$ cat config.mk
export PLATFORM = sky130hd
export DESIGN_NAME = rover_drive_sequencer
export DESIGN_NICKNAME = d
export VERILOG_FILES = /design/src/rtl/rover_pkg.sv /design/src/rtl/speed_ramp.sv /design/src/rtl/rover_drive_sequencer.sv
export SDC_FILE = /design/constraint.sdc
export NUM_CORES = 1
export LEC_CHECK = 0
export BUFFER_PORTS_ARGS = -buffer_cell sky130_fd_sc_hd__buf_4
export CORE_MARGIN = 8
export CORE_UTILIZATION = 50
export CTS_BUF_LIST = sky130_fd_sc_hd__clkbuf_4 sky130_fd_sc_hd__clkbuf_8
export DETAILED_ROUTE_END_ITERATION = 12
export GPL_TIMING_DRIVEN = 0
export PLACE_DENSITY = 0.67
export SYNTH_ARGS = -nofsm -noshare
export SYNTH_HDL_FRONTEND = slang
export SYNTH_HIERARCHICAL = 1
export SYNTH_SLANG_ARGS = --single-unit
$ cat constraint.sdc
create_clock -name clk -period 5.41 [get_ports clk]
set_input_delay 0.541 -clock clk [delete_from_list [all_inputs] [get_ports clk]]
set_output_delay 0.541 -clock clk [all_outputs]
set_load 0.02 [all_outputs]
$ cat src/rtl/rover_pkg.sv
// rover_pkg: shared state encoding, H-bridge patterns and LED frequency codes for the rover drive
package rover_pkg;

    typedef enum logic [1:0] {DRIVE, HALT, TURN, ADV} driveState_t;

    // Direction patterns ordered {fwd_l, bwd_l, fwd_r, bwd_r}
    localparam logic [3:0] PAT_STOP  = 4'b0000;
    localparam logic [3:0] PAT_FWD   = 4'b1010;
    localparam logic [3:0] PAT_PIVOT = 4'b1000;
    localparam logic [3:0] PAT_CCW   = 4'b0110;
    localparam logic [3:0] PAT_CW    = 4'b1001;
    localparam logic [3:0] PAT_DRIFT = 4'b0010;

    localparam logic [3:0] FREQ_B_DEF = 4'd9;
    localparam logic [3:0] FREQ_R_DEF = 4'd10;
    localparam logic [3:0] FREQ_G_DEF = 4'd11;

    // Lowest set request bit selects the recovery; callers guarantee at least one bit is set
    function automatic logic [1:0] lowestReq(input logic [2:0] req);
        return req[0] ? 2'd0 : req[1] ? 2'd1 : 2'd2;
    endfunction

endpackage

$ cat src/rtl/speed_ramp.sv
// speed_ramp: steps a speed level toward its target on each tick, dropping to 0 at once when forced
module speed_ramp #(
    parameter int SPEED_W = 2
) (
    input  logic               clk,
    input  logic               reset_n,
    input  logic [SPEED_W-1:0] target,
    input  logic               tick,
    input  logic               forceZero,
    output logic [SPEED_W-1:0] level
);

    // A forced stop or zero target clears at once; otherwise one level per tick, holding at target
    always_ff @(posedge clk or negedge reset_n)
        if (!reset_n) level <= '0;
        else level <= (forceZero || target == '0) ? '0
                    : !tick ? level
                    : level < target ? level + 1'b1
                    : level > target ? level - 1'b1 : level;

endmodule

$ cat src/rtl/rover_drive_sequencer.sv
// rover_drive_sequencer: manual drive, metal-detect halt with LED blink, timed recovery manoeuvres
module rover_drive_sequencer
    import rover_pkg::*;
#(
    parameter int         SPEED_W   = 2,
    parameter int         RAMP_CYC  = 1_000_000,
    parameter int         TURN_CYC0 = 175_000_000,
    parameter int         TURN_CYC1 = 175_000_000,
    parameter int         TURN_CYC2 = 175_000_000,
    parameter int         ADV_CYC   = 200_000_000,
    parameter int         TMR_W     = 33,
    parameter int         BLINK_W   = 25,
    parameter logic [3:0] FREQ_B    = FREQ_B_DEF,
    parameter logic [3:0] FREQ_R    = FREQ_R_DEF,
    parameter logic [3:0] FREQ_G    = FREQ_G_DEF
) (
    input  logic               clk,
    input  logic               reset_n,
    input  logic               enable,
    input  logic               move,
    input  logic               direction,
    input  logic               rotate,
    input  logic               ind_sns_n,
    input  logic [2:0]         rec_req,
    input  logic [3:0]         freq_state,
    output logic               fwd_l,
    output logic               bwd_l,
    output logic               fwd_r,
    output logic               bwd_r,
    output logic [SPEED_W-1:0] speed_l,
    output logic [SPEED_W-1:0] speed_r,
    output logic               led_r,
    output logic               led_g,
    output logic               led_b,
    output logic               busy
);

    localparam int RAMP_CW = RAMP_CYC > 1 ? $clog2(RAMP_CYC) : 1;
    localparam logic [SPEED_W-1:0] MAX_LVL  = '1;
    localparam logic [SPEED_W-1:0] HALF_LVL = MAX_LVL >> 1;
    // Sensor stage resets high so a reset never looks like a metal hit
    localparam logic [7:0] SYNC_RST = 8'b0000_1000;

    logic [7:0] syncA, syncB;
    logic en, mv, dir, rot, indN;
    logic [2:0] req;
    driveState_t state, stateNext;
    logic [TMR_W-1:0] timer, timerNext, turnLoad;
    logic [1:0] recIdx, recIdxNext, recLow;
    logic metal, metalNext;
    logic [3:0] dirPat, wantPat, patNext;
    logic [SPEED_W-1:0] wantL, wantR;
    logic patChange, tick, wrap, halted;
    logic [RAMP_CW-1:0] rampCnt;
    logic [BLINK_W-1:0] blinkCnt;

    assign {en, mv, dir, rot, indN, req} = syncB;
    assign recLow   = lowestReq(req);
    assign turnLoad = recLow == 2'd0 ? TMR_W'(TURN_CYC0 - 1)
                    : recLow == 2'd1 ? TMR_W'(TURN_CYC1 - 1) : TMR_W'(TURN_CYC2 - 1);
    assign {fwd_l, bwd_l, fwd_r, bwd_r} = dirPat;
    assign busy = state == TURN || state == ADV;

    // Two-flop synchronisers on every asynchronous switch and sensor input
    always_ff @(posedge clk or negedge reset_n)
        if (!reset_n) begin
            syncA <= SYNC_RST;
            syncB <= SYNC_RST;
        end else begin
            syncA <= {enable, move, direction, rotate, ind_sns_n, rec_req};
            syncB <= syncA;
        end

    // FSM, recovery timer, selected recovery and metal latch
    always_ff @(posedge clk or negedge reset_n)
        if (!reset_n) begin
            state  <= DRIVE;
            timer  <= '0;
            recIdx <= '0;
            metal  <= 1'b0;
        end else begin
            state  <= stateNext;
            timer  <= timerNext;
            recIdx <= recIdxNext;
            metal  <= metalNext;
        end

    // Next state: recovery requests win in DRIVE/HALT, everything freezes while disabled
    always_comb begin
        stateNext  = state;
        timerNext  = timer;
        recIdxNext = recIdx;
        metalNext  = metal | ~indN;
        if (en)
            case (state)
                DRIVE, HALT: begin
                    stateNext  = |req ? TURN : (state == DRIVE && metal) ? HALT : state;
                    timerNext  = |req ? turnLoad : timer;
                    recIdxNext = |req ? recLow : recIdx;
                end
                TURN: begin
                    stateNext = timer == '0 ? ADV : TURN;
                    timerNext = timer == '0 ? TMR_W'(ADV_CYC - 1) : timer - 1'b1;
                end
                ADV: begin
                    stateNext = timer == '0 ? DRIVE : ADV;
                    timerNext = timer == '0 ? timer : timer - 1'b1;
                    metalNext = timer == '0 ? 1'b0 : metalNext;
                end
                default: ;
            endcase
    end

    // Desired pattern and speed targets; a pattern change goes through one all-stop cycle
    always_comb begin
        wantPat = PAT_STOP;
        wantL   = '0;
        wantR   = '0;
        if (en)
            case (state)
                DRIVE: begin
                    wantPat = !mv ? PAT_STOP : dir ? (rot ? PAT_DRIFT : PAT_FWD) : (rot ? PAT_PIVOT : PAT_STOP);
                    wantL   = (mv && dir && !rot) ? MAX_LVL : (mv && !dir && rot) ? HALF_LVL : '0;
                    wantR   = (mv && dir && !rot) ? MAX_LVL : (mv && dir && rot) ? HALF_LVL : '0;
                end
                TURN: begin
                    wantPat = recIdx == 2'd0 ? PAT_PIVOT : recIdx == 2'd1 ? PAT_CCW : PAT_CW;
                    wantL   = MAX_LVL;
                    wantR   = MAX_LVL;
                end
                ADV: begin
                    wantPat = PAT_FWD;
                    wantL   = HALF_LVL;
                    wantR   = HALF_LVL;
                end
                default: ;
            endcase
        patNext   = (wantPat != dirPat && dirPat != PAT_STOP) ? PAT_STOP : wantPat;
        patChange = patNext != dirPat;
    end

    assign tick = rampCnt == RAMP_CW'(RAMP_CYC - 1);

    // Registered direction bits and a ramp prescaler that restarts on every pattern change
    always_ff @(posedge clk or negedge reset_n)
        if (!reset_n) begin
            dirPat  <= PAT_STOP;
            rampCnt <= '0;
        end else begin
            dirPat  <= patNext;
            rampCnt <= (patChange || tick) ? '0 : rampCnt + 1'b1;
        end

    speed_ramp #(.SPEED_W(SPEED_W)) rampL (
        .clk(clk), .reset_n(reset_n), .target(wantL), .tick(tick), .forceZero(patChange), .level(speed_l)
    );

    speed_ramp #(.SPEED_W(SPEED_W)) rampR (
        .clk(clk), .reset_n(reset_n), .target(wantR), .tick(tick), .forceZero(patChange), .level(speed_r)
    );

    assign wrap   = blinkCnt == '1;
    assign halted = en && state == HALT;

    // Free-running blink counter; only the colour matching the frequency code blinks in HALT
    always_ff @(posedge clk or negedge reset_n)
        if (!reset_n) begin
            blinkCnt <= '0;
            led_r    <= 1'b0;
            led_g    <= 1'b0;
            led_b    <= 1'b0;
        end else begin
            blinkCnt <= blinkCnt + 1'b1;
            led_r    <= (halted && freq_state == FREQ_R) ? led_r ^ wrap : 1'b0;
            led_g    <= (halted && freq_state == FREQ_G) ? led_g ^ wrap : 1'b0;
            led_b    <= (halted && freq_state == FREQ_B) ? led_b ^ wrap : 1'b0;
        end

endmodule

==> impl_metrics.yaml, run 1 <==
yosys:
  synthFlopType: "dfrtp_1"
  synthDistinctLibCells: 56
  synthArstFlopShare_pct: 100
  ys_seq_elements: 110
  syn_inst: 533
  syn_avg_cell_area_sq_um: 10.2
  ys_warn_count: 6
  synth_nets: 555
  syn-cell-area_sq_um: 5410
  synth_seq_area_share_pct: 50.9
  synth_edf_count: 0
clocking:
  clk_pin_slew_ns: 0.11
  clk_path_buf_depth: 2
  postCtsSetupRepairBufs: 0
  ctsResizeCount: 0
  ctsHoldBuffers: 0
  cts_buffers: 9
  cts_tree: "yes"
  ctsHtreeMaxLevel: 3
  clock-sinks: 110
  clk_latency_ns: 0.38
  cts_root_buffer: "clkbuf_8"
timing:
  tns_ns: 0
  tightest_slew_ns: 1.35
  rsz0062_at_grt: "false"
  max_freq_ghz: 0.324
  fin_crit_sh_pct: 57.1
  slew_headroom_pct: 9.24
  hold_violations: 0
  skew_ns: 0.0100
  holdWs_ns: 0.0302
  fin_crit_ns: 3.09
  drv_slew: 0
  final-setup-viol-count: 0
routing:
  viasPerCell: 5.65
  route.detailed.drc: 0
  final_antenna_net_count: 0
  wirelength_microns: 11400
  vias: 4038
  initialDrtViolationCount: 332
  avgRoutedWirePerCell_microns: 16.0
  drtPass1Iterations: 6
setup_path:
  path_max_fanout: 7
  path_buf_inv: 1
  setup.worst_path.end_class: "flip-flop"
  crit_family: "simple AND/OR/NAND/NOR gates"
  worst-setup-path-type: "reg2reg"
  slowest_stage: "nor4_1"
  required_ns: 5.67
  crit_chain: "and4_1, clkbuf_1, nand3_1, nor4_1, nand2_1, o31ai_1, mux2_1"
  arrival_ns: 3.35
  max_stage_delay_ns: 1.15
  start_kind: "flip-flop"
grt:
  grt_use_met1_pct: 22.0
  grtUsageMet3_pct: 4.04
  grt_use_met2_pct: 26.2
  grt_first_pass_wirelength_microns: 19400
  grt_use_total_pct: 16.6
  grt-ovfl-total: 0
  grt_antenna_before_repair: 0
  grt_max_degree: 111
  grt_pass1_vias: 4057
  grt-busiest-layer: "met2"
hold_path:
  hold_path_class: "in2async"
cells_and_area:
  fill_cells: 965
  design_area_sq_um: 6030
  antenna_cells: 0
  multi_input_area_sq_um: 2490
  area_delta_synth_final_pct: 11.5
  final_common_cell: "dfrtp_1"
  drive_above_1_share_pct: 12.2
  fin_nets: 592
  seqCellArea_sq_um: 2760
  layout_common_cells: "108 x dfrtp_1, 59 x nor2_1, 45 x nand2_1"
placed_design:
  portBuffers: 25
  dpl.hpwl_microns: 7990
  place_area_sq_um: 5780
  place.gp.congestion: 0.842
die:
  core-area_sq_um: 10700
  rows: 38
  die_h_microns: 120
  fp.dieW_microns: 120
  initial_core_util_pct: 50.6
  die_area_sq_um: 14400
  io_pins: 26
flow_run:
  drv_cap: 0
pwr:
  p_leak_nw: 2.49
  vdd_drop_max_uv: 140
  powerDensity_nw_per_um2: 276
status:
  status: "finished, final reports clean"
stage by stage:
step / utilization [%] / power (mW) / cells / setup WS (ns)
final: 56.4 / 1.66 / 715 / 2.32
after global routing: 56.4 / 1.75 / 715 / 2.08
after CTS: 56.1 / 1.68 / 714 / 2.34
after detailed placement: 54.0 / 1.14 / 698 / 2.37
after global placement: 54.0 / 1.13 / 698 / 2.44
after floorplan: - / 1.05 / 533 / 2.80
report_power, final:
group / switching (mW) / leakage (nW) / internal [mW] / total [mW]
registers: 0.0313 / 1.38 / 0.854 / 0.886
clock network: 0.291 / 0.115 / 0.249 / 0.540
logic: 0.157 / 0.997 / 0.0821 / 0.239
final cells by class:
type | instances | share of cell area, %
tap | 140 | 2.90
clock inverter | 5 | 1.24
timing repair buffer | 26 | 3.63
sequential | 110 | 45.7
buffer | 21 | 1.60
inverter | 19 | 1.18
clock buffer | 11 | 2.51
multi-input combinational | 383 | 41.3
worst register-to-register path: stages (launching register included):
cell	delay, ns
dfrtp_1	0.43
and4_1	0.20
clkbuf_1	0.20
nand3_1	0.18
nor4_1	1.15
nand2_1	0.14
o31ai_1	0.31
mux2_1	0.35
cells in the mapped netlist (3+ instances only):
library cell | instances | area, sq um
a21oi_1 | 21 | 105
a31oi_1 | 6 | 37.5
and3_1 | 7 | 43.8
and4_1 | 5 | 43.8
clkbuf_1 | 16 | 60.1
dfrtp_1 | 108 | 2700
ha_1 | 8 | 100
inv_1 | 19 | 71.3
nand2_1 | 45 | 169
nand2b_1 | 3 | 18.8
nand3_1 | 27 | 135
nand3b_1 | 3 | 22.5
nand4_1 | 12 | 75.1
nor2_1 | 59 | 221
nor2b_1 | 7 | 43.8
nor3_1 | 15 | 75.1
nor3b_1 | 3 | 22.5
nor4_1 | 19 | 119
o21a_1 | 3 | 22.5
o21ai_0 | 7 | 35.0
o22a_1 | 3 | 26.3
o22ai_1 | 4 | 25.0
o31ai_1 | 3 | 22.5
o41ai_1 | 7 | 61.3
or2_2 | 3 | 18.8
or3_1 | 9 | 56.3
or3_2 | 3 | 22.5
or4_1 | 3 | 22.5
or4b_2 | 4 | 40.0
xnor2_1 | 41 | 359
xor2_1 | 22 | 193
routing by layer:
layer  vias to the layer above  share of wire [%]
met5                         -                  0
met2                        96                 48
met4                         0                1.3
met1                      1974                 46
met3                        13                4.1
li1                       1955                  -
registers in the layout, indices dropped and copies added (netlist names):
signal,flops
led_r,1
led_g,1
dirPat,4
recIdx,2
rampL/level,2
rampCnt,20
metal,1
syncB,8
led_b,1
blinkCnt,25
state,2
timer,33
syncA,8
rampR/level,2
logic make-up after synthesis:
kind of cell	share of synthesized area, %
buffers and inverters	3.10
muxes	0.416
DFF	50.9
xor gates and xnor gates	10.2
AOI/OAI and AO/OA	9.18
adders and majority gates	1.85
and+or+nand+nor	24.4
final timing paths:
kind,from,cells after the start,slack (ns),end
max,rampCnt[2]$_DFF_PN0_,7,2.32,rampR/level[1]$_DFFE_PN0P_
max in group asynchronous,reset_n,2,4.68,syncA[3]$_DFF_PN1_
min reg2reg,syncA[3]$_DFF_PN1_,0,0.36,syncB[3]$_DFF_PN1_
max reg2reg,rampCnt[2]$_DFF_PN0_,7,2.32,rampR/level[1]$_DFFE_PN0P_
min in group clk,move,1,0.26,syncA[6]$_DFF_PN0_
min,reset_n,1,0.03,timer[8]$_DFFE_PN0P_
Note: power is estimated with default switching activity, not from simulation.
==> inputs of run 2 (changes only) <==
- ABC_AREA: unset -> 1
- PLACE_DENSITY: 0.67 -> 0.69
- clock period: 5.41 -> 2.8 ns (I/O delays scaled with it)
==> run 2 against run 1 <==
Effect of this change:
- register-to-register slack worse by 1.7 ns
- maximum frequency increased by 39%
- critical path depth is 7 higher
- clock skew shrank 0.0015 ns
- clock power rose by 100%
- area after synthesis rose by 14%
- sequential power up 100%
- first-iteration DRC count increased by 0.60%
- synthesized cell count increased by 47%
- via count rose by 24%
- critical path type unchanged
- die area grew 12%
==> impl_metrics.yaml, run 2 <==
yosys:
  ys_warn_count: 6
  post-synth-top-area-fraction_pct: 43.7
  syn_avg_cell_area_sq_um: 7.92
  synth_nets: 804
  ys_seq_elements: 110
  synth_edf_count: 0
  yosys.area.top_type: "dfrtp_1"
  synth_seq_area_share_pct: 44.5
  yosys-top-cells-count: "207 x nand2_1, 108 x dfrtp_1, 97 x inv_1"
  synthFlopType: "dfrtp_1"
  syn_inst: 782
  synthDistinctLibCells: 43
  synthMostInstantiatedCell: "nand2_1"
  syn-cell-area_sq_um: 6190
  synthArstFlopShare_pct: 100
  yosys-top-cells-area: "dfrtp_1 44%, nand2_1 13%, xor2_1 5.9%, inv_1 5.9%, nor2_1 5.8%"
timing:
  rsz0062_at_grt: "false"
  slew_headroom_pct: 65.8
  max_freq_ghz: 0.450
  drv_slew: 0
  fin_crit_sh_pct: 79.4
  skew_ns: 0.00850
  final-setup-viol-count: 0
  hold_violations: 0
  fin_crit_ns: 2.22
  tns_ns: 0
  tightest_slew_ns: 0.514
die:
  initial_core_util_pct: 51.3
  rows: 40
  io_pins: 26
  core-area_sq_um: 12100
  fp.dieW_microns: 127
  die_h_microns: 127
  die_area_sq_um: 16200
pwr:
  sw_frac_of_total_pct: 31.3
  powerDensity_nw_per_um2: 522
  pwr-share-seq_pct: 49.3
  net-switching-power_mw: 1.14
  p_comb_share_pct: 20.4
  vdd_drop_max_uv: 567
  internal_power_mw: 2.49
  p_leak_nw: 3.30
  p_clk_share_pct: 30.3
routing:
  avgRoutedWirePerCell_microns: 12.7
  initialDrtViolationCount: 334
  vias: 5025
  wirelength_microns: 12700
  final_antenna_net_count: 0
  route.detailed.drc: 0
  drtPass1Iterations: 7
  viasPerCell: 5.02
cells_and_area:
  final_common_cell: "nand2_1"
  fill_cells: 1109
  final_core_utilization_pct: 57.5
  largest_reg_flops: 33
  final_cells: 1001
  drive_above_1_share_pct: 14.6
  antenna_cells: 0
  area_delta_synth_final_pct: 12.1
  layout_common_cells: "207 x nand2_1, 108 x dfrtp_1, 97 x inv_1"
  largest_register: "timer"
  fin_nets: 850
  design_area_sq_um: 6940
  top_regs: "timer: 33 flops, blinkCnt: 25 flops, rampCnt: 20 flops"
grt:
  grt_use_met2_pct: 28.7
  grt_use_met1_pct: 21.2
  grtUsageMet3_pct: 4.58
  grt_pass1_vias: 5042
  grt_use_total_pct: 17.2
  grt-ovfl-total: 0
  grt_first_pass_wirelength_microns: 23100
  grt_antenna_before_repair: 0
  grt-busiest-layer: "met2"
  grt_max_degree: 111
clocking:
  cts_buffers: 9
  ctsHtreeMaxLevel: 3
  cts_tree: "yes"
  clk_path_buf_depth: 2
  cts_root_buffer: "clkbuf_8"
  ctsResizeCount: 0
  clock-sinks: 110
  clk_pin_slew_ns: 0.10
  clk_latency_ns: 0.38
hold_path:
  hold_path_class: "in2reg"
  hold_path_depth: 4
setup_path:
  arrival_ns: 2.55
  setup.worst_path.end_class: "flip-flop"
  path_max_fanout: 7
  required_ns: 3.12
  start_kind: "flip-flop"
  worst-setup-path-type: "reg2reg"
  rr_worst_depth: 14
placed_design:
  dpl.hpwl_microns: 9340
  dp.cells: 975
  place_area_sq_um: 6590
  place.gp.congestion: 0.895
  portBuffers: 25
status:
  status: "finished, final reports clean"
flow_run:
  drv_cap: 0
run 2: power by group through the flow:
stage	logic [mW]	registers [mW]	clock network [mW]
floorplan	0.504	1.82	0
global placement	0.702	1.81	0
detailed placement	0.733	1.82	0
CTS	0.745	1.79	1.14
global route	0.840	1.80	1.20
finish	0.741	1.79	1.10
run 2: worst paths after layout:
check | from | end | slack (ns)
hold reg to reg | syncA[7]$_DFF_PN0_ | syncB[7]$_DFF_PN0_ | 0.36
setup / recovery | state[0]$_DFFE_PN0P_ | rampL/level[1]$_DFFE_PN0P_ | 0.58
min in group asynchronous | reset_n | timer[2]$_DFFE_PN0P_ | 0.39
hold / removal | freq_state[0] | led_r$_DFF_PN0_ | 0.15
max in group asynchronous | reset_n | syncA[3]$_DFF_PN1_ | 1.71
setup reg to reg | state[0]$_DFFE_PN0P_ | rampL/level[1]$_DFFE_PN0P_ | 0.58
run 2: stage by stage:
step	power (mW)	hold WS, ns	worst slack, ns
finish	3.62	0.149	0.576
global route	3.84	0.126	0.280
CTS	3.67	0.128	0.574
detailed placement	2.55	0.340	0.593
global placement	2.51	0.334	0.643
floorplan	2.33	-0.0156	0.836
run 2: logic make-up (layout without fill, tap and decap cells):
| logic type | after synthesis | in the layout | synth area share (%) |
|---|---|---|---|
| xor gates and xnor gates | 55 | 55 | 7.78 |
| buffers and inverters | 112 | 163 | 7.68 |
| and+or+nand+nor | 459 | 459 | 35.0 |
| DFF | 110 | 110 | 44.5 |
| AOI/OAI and AO/OA | 38 | 38 | 3.44 |
| adders and majority gates | 8 | 8 | 1.62 |
run 2: cell type report:
cell class              count  area, sq um  share of cell area [%]
multi-input cells         560         2960                    42.7
flip-flops and latches    110         2760                    39.7
inverters                 102          388                    5.59
repair buffers             35          309                    4.46
well taps                 168          210                    3.03
clock buffers              11          139                    2.00
clock inverters             5         88.8                    1.28
plain buffers              10         87.6                    1.26
run 2: what timing repair did:
action | 4_1_cts | 5_1_grt
setup endpoints to repair | 0 | 0
hold buffers | 8 | 1
buffers inserted | 0 | 0
hold endpoints to repair | 8 | 51
run 2: worst max-delay path, cell delays in order, from the launching register on:
cell	delay, ns
dfrtp_1	0.49
nor2_1	0.17
nand3_1	0.14
nor2_1	0.11
nor2_1	0.04
nor2_1	0.30
inv_1	0.08
ha_1	0.31
nand2_1	0.07
nand2_1	0.09
nand2_1	0.07
nand2_1	0.07
nand2_1	0.08
nand2_1	0.05
nor2_1	0.09
run 2: metal layers:
layer  routed length (microns)  vias to the layer above
li1                          -                     2541
met1                      5760                     2367
met2                      6130                      105
met3                       705                       12
met4                       154                        0
met5                         0                        -
==> inputs of run 3 (changes only) <==
- PLACE_DENSITY: 0.69 -> 0.67
- clock period: 2.8 -> 2.1 ns (I/O delays scaled with it)
==> run 3 against run 2 <==
Effect of this change:
- combinational power rose by 51%
- final cell count increased by 1.4%
- via count increased by 1.1%
- critical path depth decreased by 1
- clock skew rose by 0.0042 ns
- total power is 30% higher
- hold slack worse by 0.078 ns
- register-to-register slack lost 0.47 ns
- clock power grew 11%
- maximum frequency rose by 11%
- worst setup slack got worse by 0.47 ns
==> impl_metrics.yaml, run 3 (synthesis results as in run 2) <==
die:
  rows: 40
  die_area_sq_um: 16200
  io_pins: 26
  core-area_sq_um: 12100
  fp.dieW_microns: 127
  initial_core_util_pct: 51.3
  die_h_microns: 127
hold_path:
  hold_path_class: "in2reg"
clocking:
  cts_tree: "yes"
  clk_path_buf_depth: 2
  ctsHtreeMaxLevel: 3
  cts_buffers: 9
  clock-sinks: 110
  clk_latency_ns: 0.38
  clk_pin_slew_ns: 0.11
  cts_root_buffer: "clkbuf_8"
cells_and_area:
  area_delta_synth_final_pct: 14.9
  largest_reg_flops: 33
  largest_register: "timer"
  top_regs: "timer: 33 flops, blinkCnt: 25 flops, rampCnt: 20 flops"
  layout_common_cells: "205 x nand2_1, 107 x dfrtp_1, 95 x inv_1"
  fin_nets: 864
  antenna_cells: 0
  seqCellArea_sq_um: 2760
  design_area_sq_um: 7110
  drive_above_1_share_pct: 18.2
  final_core_utilization_pct: 59.0
  final_common_cell: "nand2_1"
  fill_cells: 1067
  multi_input_area_sq_um: 3060
setup_path:
  arrival_ns: 2.28
  path_max_fanout: 6
  start_kind: "flip-flop"
  slowest_stage: "dfrtp_1"
  max_stage_delay_ns: 0.43
  crit_chain: "clkinv_4, nor2_4, nand3_2, nand3_2, nand2_2, nand2_2, nand3_2, nor2_4, inv_2, o21bai_4, or2_1, nand3_1, nand2_1"
  crit_top_cell: "nand3_2"
  worst-setup-path-type: "reg2reg"
  setup.worst_path.end_class: "flip-flop"
  required_ns: 2.38
grt:
  grt-ovfl-total: 0
  grt_use_met2_pct: 28.5
  grt_antenna_before_repair: 0
  grt-busiest-layer: "met2"
  grtUsageMet3_pct: 3.58
  grt_pass1_vias: 4972
  grt_max_degree: 111
  grt_use_total_pct: 16.9
  grt_use_met1_pct: 20.8
  grt_first_pass_wirelength_microns: 22700
flow_run:
  drv_cap: 0
pwr:
  vdd_drop_max_uv: 485
  finalPower_mw: 4.73
  powerDensity_nw_per_um2: 664
  p_leak_nw: 3.36
routing:
  final_antenna_net_count: 0
  wirelength_microns: 13300
  avgRoutedWirePerCell_microns: 13.1
  initialDrtViolationCount: 307
  vias: 5078
  viasPerCell: 5.00
  route.detailed.drc: 0
  drtPass1Iterations: 5
timing:
  fin_crit_ns: 2.00
  tightest_slew_ns: 0.591
  hold_violations: 0
  drv_slew: 0
  max_freq_ghz: 0.501
  final-setup-viol-count: 0
  fin_crit_sh_pct: 95.1
  slew_headroom_pct: 60.6
  rsz0062_at_grt: "true"
  skew_ns: 0.0127
status:
  status: "finished, final reports clean"
placed_design:
  place.gp.congestion: 0.896
  dpl.hpwl_microns: 9450
  portBuffers: 25
  place_area_sq_um: 6590
-- run 3: path summary, 6_finish.rpt --
| path | from | to | slack (ns) | depth (start not counted) |
|---|---|---|---|---|
| min in group asynchronous | reset_n | timer[0]$_DFFE_PN0P_ | 0.31 | 2 |
| max in group asynchronous | reset_n | rampCnt[2]$_DFF_PN0_ | 1.12 | 3 |
| worst min-delay path | freq_state[0] | led_r$_DFF_PN0_ | 0.07 | 4 |
| worst max register to register | state[1]$_DFFE_PN0P_ | rampL/level[0]$_DFFE_PN0P_ | 0.10 | 13 |
| worst max-delay path | state[1]$_DFFE_PN0P_ | rampL/level[0]$_DFFE_PN0P_ | 0.10 | 13 |
| worst min register to register | syncA[4]$_DFF_PN0_ | syncB[4]$_DFF_PN0_ | 0.36 | 0 |
-- run 3: metrics by stage --
step | hold slack (ns) | setup TNS [ns] | setup slack [ns] | instances
after detailed placement | 0.321 | -0.570 | -0.184 | 975
after floorplan | -0.0856 | 0 | 0.136 | 782
final | 0.0707 | 0 | 0.104 | 1015
after global placement | 0.320 | -0.227 | -0.0780 | 975
after CTS | 0.0443 | 0 | 0.0281 | 1002
after global routing | 0.0736 | -0.111 | -0.0459 | 1015
-- run 3: worst max-delay path, delay by kind of cell (launching register included) --
kind / cells / cell delay, ns
DFF: 1 / 0.43
and+or+nand+nor: 10 / 1.11
AOI/OAI and AO/OA: 1 / 0.17
buffers and inverters: 2 / 0.17
-- run 3: report_power, final --
part | total (mW) | internal [mW] | leakage, nW | switching, mW
registers | 2.38 | 2.24 | 1.40 | 0.138
logic | 1.12 | 0.440 | 1.87 | 0.681
clock network | 1.22 | 0.474 | 0.0925 | 0.750
-- run 3: timing repair --
action	4_1_cts	5_1_grt
pin swaps	1	13
setup buffers	3	11
endpoints found under the setup margin	4	26
resized for setup	4	20
hold endpoints to repair	8	44
hold buffers	8	1
-- run 3: cell type report --
| cell class | count | share of cell area, % |
|---|---|---|
| Multi-Input combinational cell | 560 | 43.0 |
| Sequential cell | 110 | 38.7 |
| Timing Repair Buffer | 49 | 6.00 |
| Inverter | 102 | 5.52 |
| Tap cell | 168 | 2.95 |
| Clock buffer | 11 | 1.95 |
| Buffer | 10 | 1.23 |
| Clock inverter | 5 | 0.633 |
-- run 3: metal layers --
| metal | routed length, microns | part of all wire [%] |
|---|---|---|
| met1 | 6160 | 46 |
| met4 | 242 | 1.8 |
| met2 | 6390 | 48 |
| met3 | 488 | 3.7 |
| met5 | 0 | 0 |
